--- src/rtl/vga_sync_gen.sv ---
// rtl/vga_sync_gen.sv - VGA raster timing generator driven by a pixel-enable tick
// Outputs are registered from the next counter values so coordinates and syncs never skew.
module vga_sync_gen #(
    parameter int unsigned H_DISPLAY = 640,
    parameter int unsigned H_FRONT   = 16,
    parameter int unsigned H_SYNC    = 96,
    parameter int unsigned H_BACK    = 48,
    parameter int unsigned V_DISPLAY = 480,
    parameter int unsigned V_FRONT   = 10,
    parameter int unsigned V_SYNC    = 2,
    parameter int unsigned V_BACK    = 33,
    parameter bit          SYNC_POL  = 1'b0
) (
    input  logic       clk_in,
    input  logic       reset,
    input  logic       tick,
    output logic       hsync,
    output logic       vsync,
    output logic       video_on,
    output logic [9:0] pixel_x,
    output logic [9:0] pixel_y,
    output logic       frame_start
);

    localparam int unsigned H_TOTAL = H_DISPLAY + H_FRONT + H_SYNC + H_BACK;
    localparam int unsigned V_TOTAL = V_DISPLAY + V_FRONT + V_SYNC + V_BACK;

    localparam logic [9:0] H_MAX      = 10'(H_TOTAL - 1);
    localparam logic [9:0] V_MAX      = 10'(V_TOTAL - 1);
    localparam logic [9:0] H_VIS      = 10'(H_DISPLAY);
    localparam logic [9:0] V_VIS      = 10'(V_DISPLAY);
    localparam logic [9:0] H_SYNC_BEG = 10'(H_DISPLAY + H_FRONT);
    localparam logic [9:0] H_SYNC_END = 10'(H_DISPLAY + H_FRONT + H_SYNC);
    localparam logic [9:0] V_SYNC_BEG = 10'(V_DISPLAY + V_FRONT);
    localparam logic [9:0] V_SYNC_END = 10'(V_DISPLAY + V_FRONT + V_SYNC);

    logic [9:0] h_q, h_d;
    logic [9:0] v_q, v_d;
    logic       hsync_q, hsync_d;
    logic       vsync_q, vsync_d;
    logic       video_q, video_d;
    logic       frame_q, frame_d;

    // Wrap counters: v only moves when h wraps, frame_start only on the full (0,0) wrap.
    always_comb begin
        h_d     = h_q;
        v_d     = v_q;
        frame_d = 1'b0;
        if (tick) begin
            if (h_q == H_MAX) begin
                h_d = 10'd0;
                if (v_q == V_MAX) begin
                    v_d     = 10'd0;
                    frame_d = 1'b1;
                end else begin
                    v_d = v_q + 10'd1;
                end
            end else begin
                h_d = h_q + 10'd1;
            end
        end
    end

    always_comb begin
        video_d = (h_d < H_VIS) && (v_d < V_VIS);
        hsync_d = ((h_d >= H_SYNC_BEG) && (h_d < H_SYNC_END)) ? SYNC_POL : ~SYNC_POL;
        vsync_d = ((v_d >= V_SYNC_BEG) && (v_d < V_SYNC_END)) ? SYNC_POL : ~SYNC_POL;
    end

    always_ff @(posedge clk_in) begin
        if (reset) begin
            h_q     <= 10'd0;
            v_q     <= 10'd0;
            video_q <= 1'b1;
            hsync_q <= ~SYNC_POL;
            vsync_q <= ~SYNC_POL;
            frame_q <= 1'b0;
        end else begin
            h_q     <= h_d;
            v_q     <= v_d;
            video_q <= video_d;
            hsync_q <= hsync_d;
            vsync_q <= vsync_d;
            frame_q <= frame_d;
        end
    end

    assign pixel_x     = h_q;
    assign pixel_y     = v_q;
    assign video_on    = video_q;
    assign hsync       = hsync_q;
    assign vsync       = vsync_q;
    assign frame_start = frame_q;

endmodule

--- config.mk ---
export PLATFORM = sky130hd
export DESIGN_NAME = vga_sync_gen
export DESIGN_NICKNAME = d
export VERILOG_FILES = /design/src/rtl/vga_sync_gen.sv
export SDC_FILE = /design/constraint.sdc
export NUM_CORES = 1
export LEC_CHECK = 0
export CAP_MARGIN = 0
export CORE_ASPECT_RATIO = 1.1
export CORE_MARGIN = 5
export CORE_UTILIZATION = 28
export CTS_BUF_LIST = sky130_fd_sc_hd__clkbuf_8
export CTS_CLUSTER_DIAMETER = 30
export DETAILED_ROUTE_END_ITERATION = 7
export PLACE_DENSITY = 0.53
export SYNTH_ARGS = -nofsm -noshare
export SYNTH_HDL_FRONTEND = slang
export SYNTH_SLANG_ARGS = --single-unit
export TNS_END_PERCENT = 50
--- constraint.sdc ---
create_clock -name clk_in -period 6.6 [get_ports clk_in]
set_input_delay 1.32 -clock clk_in [delete_from_list [all_inputs] [get_ports clk_in]]
set_output_delay 1.32 -clock clk_in [all_outputs]
set_load 0.02 [all_outputs]
==> impl_results.md, run 1 <==
- Post-detail-place hpwl: 2.414 mm
- Diode count: 0
- Compound-Gate Fraction of Synth Area: 0.1142
- PwrDens: roughly 180 nW/µm²
- Std-Cell Rows: 25
- Vias in the first global route: approximately 1200
- Area leader, netlist: dfxtp_1
- Synthesis-stage register bit count: 24
- Final hold vios: 0
- Final WL: between 3 and 4 mm
- Core area: around 4300 µm²
- Synth area leaders: dfxtp_1 38%, nor2_1 6.5%, xnor2_1 5.5%
- Met3 usage: 0.02879
- CTS max path bufs: 2
- Clock tree sinks: 24
- Num CTS Buffers: 3
- Worst Path Required: 6730 ps
- Pre-antenna DRT Iters: 4
- Outcome: finished clean
- Die width: between 70 and 80 µm
- Tcrit/Tclk final: 0.5404
- Vias: ~1200
- EDFF count, synth: 0
- Worst Setup End Kind: flip-flop
- Yosys warns: 0
- Area Overhead vs Synth: 29.43%
- Simple-Gate Fraction of Synth Area: 0.3327
- Post_cts resized: 0
- First-pass GRT wire length: between 5 and 6 mm
- Clk_lat worst skew: roughly 270 ps
- Die ar.: roughly 6000 µm²
- Layout cells sized above 1: 0.06286
- Final ANT Viol Nets: 0
- Wire per inst: 13.84 µm
- Synth unique cells: 37
- FF-to-FF setup slack: around 4200 ps
- Worst hold-check path type: flip-flop to flip-flop
- Level count of the clock H-tree: 1
- Least-Margin Pin Slew: between 500 and 600 ps
- Initial antenna violation count: 0
- Max rail drop VDD: about 0.11 mV
- Largest family of logic cells by synthesized area: simple AND/OR/NAND/NOR gates
- Port buffer count: 26
- Pleak: ~0.56 nW
- Drt drc: 0
- Post-Synth XOR/XNOR Area: 0.1033
- RSZ-0062 raised after global routing: false
- Slew headroom: 0.6165
- Synth Area in Adders: 0.02953
- Mux cell area share after synthesis: 0.007874
- Crit path max fanout: 10
- Root Buffer: clkbuf_8
- Total gr overflow: 0
- Post-route minimum period: 3566 ps
- Post-synth top area share: 0.3780
- Vias per inst: approximately 5
- Critical path class: input port to flip-flop
- Largest net degree at the start of global routing: 15
- Avg Inst Size Synth: about 8.5 µm²
- 1st-iter DRT viols: between 60 and 70
- Final TNS setup: 0 ps
- Cts hold-fix bufs: 0
- CP startpoint kind: input port
- Tot Pwr: between 0.0002 and 0.0003 W
- Setup Viol. Count Final: 0
- Slew Viols, Final: 0
- CTS tree: built
- All-Layer GR Usage: 0.1147
- Critical Path AT: roughly 3700 ps
- Commonest cells in the netlist: 24 x dfxtp_1, 22 x nor2_1, 12 x nand2_1
- Most Crowded Layer GR: met2
- Mapped cell area: approximately 1300 µm²
- Max Cap Viol: 0
- Height of the die: between 80 and 90 µm
- GPL Wtd Cong: about 0.83
- Fmax: between 0.2 and 0.3 GHz
- Fin Clk Skew: approximately 6.3 ps
- Post-synthesis sequential area ratio: 0.3780
- Syn Nets: 156
- GR Util met1: 0.1357
- Worst-path clk slew: ~80 ps
- Cells after Synth: 150
- Nets: ~180
- I/O Pins: 27
- Initial core utilization: 0.2924
- Most used DFF post-synth: dfxtp_1
- Total setup buffers inserted after CTS: 0
- Ys async rst share: 0
- Top-count cell post-synth: dfxtp_1
- Global Route met2 Usage: 0.1968
routing by layer:
metal	vias up	wire length, µm
met5	-	0
met4	0	87
met3	6	157
met2	30	1557
met1	563	1367
li1	578	-
placed cells by master (no fill, tap or decap), types with 2 or more instances in the layout:
cell / instances
clkdlybuf4s50_1: 26
nand3_1: 8
a21oi_1: 8
and4_1: 2
nand2_1: 12
xnor2_1: 8
ha_1: 3
nor2b_1: 2
and2_1: 4
dfxtp_1: 24
nor4_2: 3
nor2_1: 22
o21ai_0: 7
clkbuf_8: 3
inv_1: 5
nand4_1: 5
xor2_1: 7
and3_1: 5
o2111ai_1: 2
a31oi_1: 2
state kept, by name (all words and copies together), names as in the netlist:
| signal | flops |
|---|---|
| vsync | 1 |
| hsync | 1 |
| video_on | 1 |
| pixel_x | 10 |
| frame_start | 1 |
| pixel_y | 10 |
area by class of cell:
type / instances / area [µm²]
repair buffers: 26 / 260.3
inverters: 5 / 18.77
well taps: 54 / 67.56
multi-input cells: 116 / 747.0
flip-flops and latches: 24 / 480.5
clock buffers: 3 / 41.29
fillers: 441 / 2703
clock inverters: 1 / 30.03
worst paths after layout:
path | start | to | cells past startpoint
max | tick | vsync$_SDFF_PP1_ | 7
min | pixel_y[0]$_SDFF_PP0_ | pixel_y[0]$_SDFF_PP0_ | 2
max reg2reg | pixel_x[0]$_SDFF_PP0_ | vsync$_SDFF_PP1_ | 7
min reg2reg | pixel_y[0]$_SDFF_PP0_ | pixel_y[0]$_SDFF_PP0_ | 2
through the flow:
stage | hold WS [ps] | instances | util | setup WS, ps | instance area (µm²)
3_5_place_dp | 527.1 | 225 | 0.3620 | 2770 | 1574
3_3_place_gp | 514.5 | 225 | 0.3620 | 2878 | 1574
6_report | 542.9 | 229 | 0.3784 | 3034 | 1645
5_1_grt | 571.3 | 229 | 0.3784 | 2878 | 1645
2_1_floorplan | 570.9 | 150 | - | 3603 | 1271
4_1_cts | 542.8 | 229 | 0.3784 | 3049 | 1645
worst max-delay path: stages:
cell	delay [ps]
clkdlybuf4s50_1	680
nand3_2	150
or4_1	680
nor2_2	180
a31oi_1	150
nor4_2	370
o2111ai_1	160
power by group:
part / internal [W] / switching, W
Clock: 0.0000811 / 0.0000491
Sequential: 0.000146 / 0.00000158
Combinational: 0.00000447 / 0.00000629
Total: 0.000231 / 0.0000569
cell families after synthesis:
group / Yosys count
AO/OA/AOI/OAI: 23
XOR/XNOR: 15
adder cells (fa/ha/maj): 3
buffers and inverters: 10
flip-flops: 24
multiplexers: 1
AND/OR/NAND/NOR: 74
Note: power is estimated with default switching activity, not from simulation.
==> run 2, diff against run 1 <==
==> constraint.sdc (replaced) <==
create_clock -name clk_in -period 3.7 [get_ports clk_in]
set_input_delay 0.74 -clock clk_in [delete_from_list [all_inputs] [get_ports clk_in]]
set_output_delay 0.74 -clock clk_in [all_outputs]
set_load 0.02 [all_outputs]
==> impl_results.md, run 2 (same netlist as run 1, synthesis figures left out) <==
- Clk_lat worst skew: 260 ps (about the same)
- Critical-path cell list: clkdlybuf4s50_1, nand3_2, or4_1, nor2_2, a31oi_1, nor4_2, o2111ai_1
- GPL Wtd Cong: 0.8357 (+0.20%)
- Slew headroom: 0.6470 (+0.03042)
- Final ANT Viol Nets: 0 (unchanged)
- I/O Pins: 27 (unchanged)
- Most frequent cells in the layout: 26 x clkdlybuf4s50_1, 24 x dfxtp_1, 22 x nor2_1, 12 x nand2_1
- Bufs and invs on worst path: 1 (unchanged)
- Least-Margin Pin Slew: 525.2 ps (-45.26 ps)
- Dpl cell area: 1589 µm² (+0.95%)
- Setup Viol. Count Final: 0 (unchanged)
- Final WL: 3.163 mm (-0.22%)
- # fillers: 445 (+0.91%)
- Max Cap Viol: 0 (unchanged)
- Top delay family on crit path: simple AND/OR/NAND/NOR gates
- First-pass GRT wire length: 5.333 mm (+1.2%)
- Fin Clk Skew: 1.558 ps (-4.719 ps)
- Post-detail-place hpwl: 2.437 mm (+0.96%)
- Post_cts resized: 0 (unchanged)
- Total gr overflow: 0 (unchanged)
- Vias in the first global route: 1146 (-1.4%)
- Final TNS setup: 0 ps (unchanged)
- Area Overhead vs Synth: 28.25%
- Tcrit/Tclk final: 0.7357
- Vias: 1153 (-2.0%)
- Die ar.: 5989 µm² (unchanged)
- Post-route minimum period: around 2700 ps
- Cts hold-fix bufs: 0 (unchanged)
- Final Util: 0.3750 (-0.003453)
- Num CTS Buffers: 3 (unchanged)
- Worst hold-check path type: flip-flop to flip-flop
- Critical path class: input port to flip-flop
- Clock tree sinks: 24 (unchanged)
- Total setup buffers inserted after CTS: 0 (unchanged)
- Placed cell count: 227 (+0.89%)
- Root Buffer: clkbuf_8
- Std-Cell Rows: 25 (unchanged)
- Worst-path clk slew: 80 ps (about the same)
- Storage cell area: 480.5 µm² (unchanged)
- Wire per inst: 13.75 µm (-0.65%)
- Largest net degree at the start of global routing: 14 (-1)
- Most common cell after layout, fill and taps aside: clkdlybuf4s50_1
- Nets: 184 (+1.1%)
- Core area: 4348 µm² (unchanged)
- Fmax: 0.3673 GHz
- Die width: 74.25 µm (unchanged)
- Initial antenna violation count: 0 (unchanged)
- Diode count: 0 (unchanged)
- Slowest stage delay, CP: 670 ps (about the same)
- Level count of the clock H-tree: 1 (unchanged)
- Fin area: 1630 µm² (-0.91%)
- Dpl ws: 700.1 ps (-2070 ps)
- Psw: 0.00009300 W (+63%)
- Vias per inst: 5.013 (-2.5%)
- Max rail drop VDD: 0.1532 mV (+39%)
- RSZ-0062 raised after global routing: false
- Reg power frac: 0.605 (+0.094)
- Final worst slack: 977.8 ps (-2056 ps)
- Pre-antenna DRT Iters: 4 (unchanged)
- Combinational power share: 0.046 (+0.009)
- Drt drc: 0 (unchanged)
- CP startpoint kind: input port
- Height of the die: 80.67 µm (unchanged)
- CTS tree: built
- Slew Viols, Final: 0 (unchanged)
- Outcome: finished clean
- Area of the multi-input gates: 747.0 µm² (unchanged)
- Critical Path AT: 2850 ps (-850 ps)
- Pleak: 0.5610 nW (-0.69%)
- Crit path max fanout: 7 (-3)
- All-Layer GR Usage: 0.1147 (about the same)
- Sw frac: 0.2142 (+0.01666)
- Worst Setup End Kind: flip-flop
- P_int: 0.0003412 W (+48%)
- Initial core utilization: 0.2924 (unchanged)
- CTS max path bufs: 2 (unchanged)
- Clock power share: 0.350 (-0.102)
- Count of non-filler cells in the finished layout: 230 (+0.44%)
- Layout cells sized above 1: 0.06818 (+0.005325)
- Worst Path Required: 3830 ps (-2900 ps)
- 1st-iter DRT viols: 90 (+32%)
- Critical path's slowest cell: or4_1
- PwrDens: 266.4 nW/µm² (+52%)
- Port buffer count: 26 (unchanged)
- Final hold vios: 0 (unchanged)
## run 2: cell types whose count changed in the layout (fill, tap and decap cells not counted)
| cell | previous run | this run |
|---|---|---|
| buf_4 | 0 | 2 |
| bufinv_16 | 1 | 0 |
## run 2: worst paths after layout
path	from	end	slack [ps]	cells after the start
max reg2reg	pixel_x[0]$_SDFF_PP0_	vsync$_SDFF_PP1_	1320	7
max	tick	vsync$_SDFF_PP1_	980	7
min reg2reg	pixel_y[0]$_SDFF_PP0_	pixel_y[0]$_SDFF_PP0_	520	2
min	pixel_y[0]$_SDFF_PP0_	pixel_y[0]$_SDFF_PP0_	520	2
## run 2: power by group through the flow
stage | registers, W | clock network (W) | logic, W
final | 0.000263 | 0.000152 | 0.0000199
after global routing | 0.000263 | 0.000169 | 0.0000218
after CTS | 0.000263 | 0.000159 | 0.0000204
after detailed placement | 0.000269 | 0 | 0.0000204
after global placement | 0.000269 | 0 | 0.0000200
after floorplan | 0.000271 | 0 | 0.00000929
## run 2: metal layers
metal | track usage | vias up | share of wire
li1 | - | 584 | -
met1 | 0.1407 | 545 | 0.44
met2 | 0.1933 | 20 | 0.50
met3 | 0.02628 | 4 | 0.049
met4 | 0.04093 | 0 | 0.0085
met5 | 0 | - | 0
## run 2: through the flow
step                power (W)  hold slack [ps]
floorplan           0.0002800            570.9
global placement    0.0002887            510.0
detailed placement  0.0002891            517.6
CTS                 0.0004418            530.4
global route        0.0004543            556.4
finish              0.0004342            523.4
## run 2: cell type report
type / count / share of cell area
repair buffers: 28 / 0.1688
well taps: 54 / 0.04144
multi-input cells: 116 / 0.4582
clock buffers: 3 / 0.02533
inverters: 5 / 0.01151
flip-flops and latches: 24 / 0.2947
## run 2: worst register-to-register path, stage by stage (launching register included)
cell and delay (ps):
dfxtp_1 410, ha_1 220, nand2_1 120, or4_1 640, nor2_2 180, a31oi_1 130, nor4_2 390, o2111ai_1 150
